$ cat config.mk
export PLATFORM = sky130hd
export DESIGN_NAME = signed_mult_const_pipe
export DESIGN_NICKNAME = d
export VERILOG_FILES = /design/src/rtl/signed_mult_const_pipe.sv
export SDC_FILE = /design/constraint.sdc
export NUM_CORES = 1
export LEC_CHECK = 0
export CAP_MARGIN = 20
export CORE_MARGIN = 10
export CORE_UTILIZATION = 46
export CTS_CLUSTER_DIAMETER = 50
export CTS_CLUSTER_SIZE = 10
export DETAILED_ROUTE_END_ITERATION = 12
export GPL_ROUTABILITY_DRIVEN = 0
export GPL_TIMING_DRIVEN = 0
export SLEW_MARGIN = 20
export SYNTH_ARGS = -nofsm -noshare
export SYNTH_HDL_FRONTEND = slang
export SYNTH_SLANG_ARGS = --single-unit
$ cat constraint.sdc
create_clock -name clk -period 5.2 [get_ports clk]
set_clock_uncertainty 0.1 [all_clocks]
set_input_delay 1.04 -clock clk [delete_from_list [all_inputs] [get_ports clk]]
set_output_delay 1.04 -clock clk [all_outputs]
set_load 0.02 [all_outputs]
$ cat src/rtl/signed_mult_const_pipe.sv
// Pipelined per-channel signed multiply by constant with round-half-up; 3-cycle latency, global stall on !out_ready.
// Define SIGNED_MULT_CONST_SAT_EN to saturate into OUT_W bits and flag clipping; otherwise the result wraps.
module signed_mult_const_pipe #(
   parameter int N      = 8,
   parameter int CH     = 2,
   parameter int COEF   = 92681,
   parameter int COEF_W = 18,
   parameter int FRAC   = 16,
   parameter int OUT_W  = N + 1
) (
   input  logic                  clk,
   input  logic                  rst,
   input  logic                  in_valid,
   output logic                  in_ready,
   input  logic [CH*N-1:0]       in_data,
   output logic                  out_valid,
   input  logic                  out_ready,
   output logic [CH*OUT_W-1:0]   out_data,
   output logic [CH-1:0]         out_ovf
);

   localparam int PW = N + COEF_W;
   localparam int RW = PW + 1;
   localparam logic signed [COEF_W-1:0] COEF_S = COEF_W'(COEF);
   localparam logic signed [RW-1:0]     HALF   = RW'(64'sd1 <<< (FRAC - 1));
   localparam logic signed [RW-1:0]     MAX_R  = RW'((64'sd1 <<< (OUT_W - 1)) - 64'sd1);
   localparam logic signed [RW-1:0]     MIN_R  = ~MAX_R;

   logic                 en;
   logic                 v1_q, v1_d, v2_q, v2_d, v3_q, v3_d;
   logic [CH*N-1:0]      d1_q, d1_d;
   logic [CH*PW-1:0]     p2_q, p2_d;
   logic [CH*OUT_W-1:0]  o3_q, o3_d;
   logic [CH-1:0]        f3_q, f3_d;

   logic signed [PW-1:0] prod   [CH];
   logic signed [RW-1:0] rnd    [CH];
   logic signed [RW-1:0] shr    [CH];
   logic [OUT_W-1:0]     narrow [CH];
   logic [CH-1:0]        clip;

   always_comb begin
      en = !v3_q || out_ready;
      clip = '0;
      for (int k = 0; k < CH; k++) begin
         prod[k] = PW'($signed(d1_q[k*N +: N])) * PW'(COEF_S);
         // One extra bit on the rounding add keeps the half-LSB bias from wrapping.
         rnd[k]  = RW'($signed(p2_q[k*PW +: PW])) + HALF;
         shr[k]  = rnd[k] >>> FRAC;
`ifdef SIGNED_MULT_CONST_SAT_EN
         if (shr[k] > MAX_R) begin
            narrow[k] = MAX_R[OUT_W-1:0];
            clip[k]   = 1'b1;
         end else if (shr[k] < MIN_R) begin
            narrow[k] = MIN_R[OUT_W-1:0];
            clip[k]   = 1'b1;
         end else begin
            narrow[k] = shr[k][OUT_W-1:0];
         end
`else
         narrow[k] = shr[k][OUT_W-1:0];
`endif
      end
   end

   always_comb begin
      v1_d = v1_q;
      v2_d = v2_q;
      v3_d = v3_q;
      d1_d = d1_q;
      p2_d = p2_q;
      o3_d = o3_q;
      f3_d = f3_q;
      if (en) begin
         v1_d = in_valid;
         v2_d = v1_q;
         v3_d = v2_q;
         d1_d = in_data;
         // Flags only ever accompany a valid beat.
         f3_d = v2_q ? clip : '0;
         for (int k = 0; k < CH; k++) begin
            p2_d[k*PW +: PW]       = prod[k];
            o3_d[k*OUT_W +: OUT_W] = narrow[k];
         end
      end
   end

   always_ff @(posedge clk or posedge rst) begin
      if (rst) begin
         v1_q <= 1'b0;
         v2_q <= 1'b0;
         v3_q <= 1'b0;
         d1_q <= '0;
         p2_q <= '0;
         o3_q <= '0;
         f3_q <= '0;
      end else begin
         v1_q <= v1_d;
         v2_q <= v2_d;
         v3_q <= v3_d;
         d1_q <= d1_d;
         p2_q <= p2_d;
         o3_q <= o3_d;
         f3_q <= f3_d;
      end
   end

   // in_ready is a combinational path from out_ready.
   assign in_ready  = en;
   assign out_valid = v3_q;
   assign out_data  = o3_q;
   assign out_ovf   = f3_q;

endmodule

Word-level counts from Yosys, hierarchy flattened

Cells that the tools add are included.

Register bits after elaboration: 88
Input port bits: 20

Add/sub/neg operators: 2
Multiply operators: 2
Reduce and logical (&&, ||, !) cells: 2

Operator list:

| kind                                                | number |
|---|---|
| adder 25 x 17 -> 25 bit (second input constant)     | 2 |
| multiplier 8 x 18 -> 26 bit (second input constant) | 1 |
| multiplier 8 x 18 -> 25 bit (second input constant) | 1 |
| logical NOT 1 bit                                   | 1 |
| logical OR 1 bit                                    | 1 |

Depth between registers and ports, before layout

Depth after elaboration: 2
Mapped depth: 17
Depth with buffers taken out: 17

Worst setup path after synthesis

Ideal clock, no wire load.

Path kind: register to register
Start: register d1_q[7]
End: register p2_q[21]
Data arrival time: 4.084 ns
Required time: 4.980 ns
Slack: 0.896 ns
Cell stages (with the launch flop): 14
Path buffers: 0
Clock period less this slack: 4.304 ns
Path through: dfrtp_1 ha_1 inv_1 fa_1 fa_1 inv_1 fa_1 ha_1 a21oi_1 o21ai_0 a221oi_2 a21boi_1 or3_1 a31o_2

Cells in the longest elaborated chain, start to end: 1

Ends and longest elaborated chain:

| item                        | RTL line | source |
|---|---|---|
| start, declared             | 31       | `logic [CH*N-1:0] d1_q, d1_d;` |
| start signal, assigned      | 93       | `d1_q <= '0;` |
| start signal, assigned      | 101      | `d1_q <= d1_d;` |
| multiplier 8 x 18 -> 26 bit | 46       | `prod[k] = PW'($signed(d1_q[k*N +: N])) * PW'(COEF_S);` |
| end signal, assigned        | 102      | `p2_q <= p2_d;` |
| end, declared               | 32       | `logic [CH*PW-1:0] p2_q, p2_d;` |

Every way passes these cells.
A chain may end at the register's enable or synchronous reset.

Worst setup path after layout

Same ends and word-level chain as after synthesis.

==> impl_metrics.py <==
metrics = {
    "timing": {
        "rsz0062_at_grt": "false",
        "finalHoldViolations": 0,
        "fin_crit_ns": 4.73,
        "slew_viol_final": 0,
        "fmax_mhz": 211,
        "tightest_slew_ns": 0.713,
        "slew_headroom_pct": 52.5,
        "min_period_over_period_pct": 91.0,
        "finalSetupTns_ns": 0,
        "setup_viol": 0,
    },
    "setup_path": {
        "start_kind": "flop",
        "worstPathRequired_ns": 5.31,
        "crit_arrival_ns": 4.84,
        "crit_type": "flop to flop",
        "path_max_fanout": 12,
        "worstSetupEndpointType": "flop",
    },
    "global_routing": {
        "overflow": 0,
        "grt_pass1_vias": 4678,
        "grt_pass1_wl_mm": 22.5,
        "track_usage_pct": 15.1,
        "grt_max_degree": 58,
        "antenna_found_initial": 0,
    },
    "yosys": {
        "synth_top_flop_cell": "dfrtp_1",
        "synth_edf_count": 0,
        "synth_warnings": 0,
        "netlist_instances": 657,
        "synth-seq-cells": 57,
        "synth.cell_area_mm2": 0.00592,
        "ys_seq_area_share_pct": 24.1,
        "async_reset_ff_share_pct": 100,
        "yosysUniqueCellTypes": 54,
        "syn_avg_cell_area_um2": 9.01,
    },
    "placement": {
        "port_buffers": 39,
        "hpwlAfterDp_mm": 10.7,
    },
    "clocking": {
        "numClockSinks": 57,
        "path_clk_slew_ns": 0.05,
        "clock_latency_ns": 0.32,
        "cts_tree": "done",
        "cts_resized": 0,
        "post_cts_buffers": 0,
        "root_buffer": "clkbuf_16",
        "clockBufferDepth": 2,
        "holdBufCountCts": 0,
        "cts_buffers": 9,
        "htree_levels": 3,
    },
    "final_layout": {
        "fill_cells": 1193,
        "nNetsFinal": 877,
        "num_antenna_cells": 0,
        "drive_gt1_share_pct": 4.77,
        "area_delta_synth_final_pct": 15.8,
    },
    "detailed_routing": {
        "drc": 0,
        "wire_per_inst_um": 14.8,
        "finalWirelength_mm": 13.1,
        "avgViaCountPerCell": 5.13,
        "firstDrtPassIters": 4,
        "vias": 4542,
        "ant_nets": 0,
        "dr.first_iter.drc_count": 204,
    },
    "floorplanning": {
        "dieWidth_um": 133,
        "core_mm2": 0.0126,
        "die_h_um": 133,
        "rows": 41,
        "initial_core_util_pct": 46.9,
        "die_area_mm2": 0.0178,
        "pin_count": 42,
    },
    "run_status": {
        "outcome": "finished, final reports clean",
    },
    "job": {
        "max-cap-violations": 0,
    },
    "min_path": {
        "min_path_type": "flop to flop",
    },
}
-- through the flow --
step / cell area, µm² / instances / hold WS (ns) / setup WS (ns) / utilization [%]
floorplan: 5920 / 658 / 0.330 / 0.896 / -
detailed placement: 6530 / 869 / 0.361 / 0.502 / 51.7
global placement: 6530 / 869 / 0.355 / 0.527 / 51.7
finish: 6850 / 885 / 0.368 / 0.468 / 54.3
global route: 6850 / 885 / 0.403 / 0.144 / 54.3
CTS: 6850 / 885 / 0.373 / 0.485 / 54.3
-- cells by family after synthesis --
group	Yosys count	share of synthesized area [%]
other cells	1	0.0634
mux	3	0.508
buf+inv	110	7.17
xor+xnor	26	3.85
flops	57	24.1
simple gates	180	14.3
compound gates	131	14.1
fa+ha+maj	149	35.9
-- layout by cell type, fill, tap and decap left out, types with 3 or more instances in the layout --
| master | count |
|---|---|
| o21bai_1 | 5 |
| o22ai_1 | 5 |
| inv_1 | 87 |
| nor2b_1 | 3 |
| dfrtp_1 | 57 |
| mux2i_1 | 3 |
| o21a_1 | 7 |
| xnor2_1 | 12 |
| a211oi_1 | 4 |
| nand4_1 | 5 |
| clkbuf_16 | 9 |
| o211ai_1 | 3 |
| buf_1 | 4 |
| fa_1 | 35 |
| xor2_1 | 14 |
| o31ai_1 | 7 |
| nand2b_1 | 3 |
| a21oi_1 | 35 |
| nor2_1 | 28 |
| nand3_1 | 21 |
| nand2_1 | 85 |
| and3_1 | 9 |
| and2_1 | 3 |
| o21ai_0 | 42 |
| clkdlybuf4s50_1 | 39 |
| a21o_1 | 9 |
| clkbuf_1 | 14 |
| ha_1 | 114 |
| nor3_1 | 8 |
-- per-layer routing --
metal  GRT usage, %  vias up  routed length, µm
li1               -     2341                  -
met1           20.0     2104               6480
met2           24.3       84               5850
met3           3.68       13                662
met4           3.26        0                134
met5              0        -                  0
-- area by class of cell --
cell class / count / area [µm²] / share of cell area, %
multi-input combinational: 491 / 4070 / 59.4
sequential: 57 / 1430 / 20.8
timing repair buffer: 39 / 390 / 5.70
inverter: 88 / 333 / 4.86
clock buffer: 11 / 243 / 3.54
tap: 172 / 215 / 3.14
buffer: 22 / 93.8 / 1.37
clock inverter: 5 / 78.8 / 1.15
-- synth_stat cells (all sizes together) (7+ instances only) --
cell type | number | area share, %
xor2 | 14 | 2.1
dfrtp | 57 | 24
o31ai | 7 | 0.89
xnor2 | 12 | 1.8
a21oi | 35 | 3.0
clkbuf | 14 | 0.91
nor3 | 9 | 0.85
nand3 | 21 | 1.8
o21ai | 42 | 3.6
buf | 8 | 0.68
o21a | 7 | 0.89
and3 | 10 | 1.1
fa | 35 | 12
inv | 88 | 5.6
nor2 | 28 | 1.8
nand2 | 85 | 5.4
ha | 114 | 24
a21o | 10 | 1.3
-- sequential cells by signal (all words and copies together) (netlist names) --
signal	cells
d1_q	16
out_data	18
out_valid	1
p2_q	20
v1_q	1
v2_q	1
-- worst max-delay path: stages, from the launching register on --
cell      delay [ns]
dfrtp_1         0.58
ha_1            0.48
inv_1           0.09
fa_1            0.51
fa_1            0.54
inv_1           0.05
fa_1            0.47
ha_1            0.38
a21oi_1         0.14
o21ai_0         0.20
a221oi_2        0.37
a21boi_1        0.14
or3_1           0.32
a31o_2          0.23
-- final timing paths --
check | startpoint | to | slack (ns) | depth (start not counted)
max | d1_q[7] | p2_q[21] | 0.47 | 13
min | out_data[0] | out_data[0] | 0.37 | 2
max reg2reg | d1_q[7] | p2_q[21] | 0.47 | 13
min reg2reg | out_data[0] | out_data[0] | 0.37 | 2
max in group asynchronous | rst | d1_q[6] | 3.43 | 2
min in group asynchronous | rst | p2_q[43] | 1.08 | 2
Power is left out: the tool's default activity adds up to more than one toggle a clock period on the data nets, which glitch-free logic cannot reach.
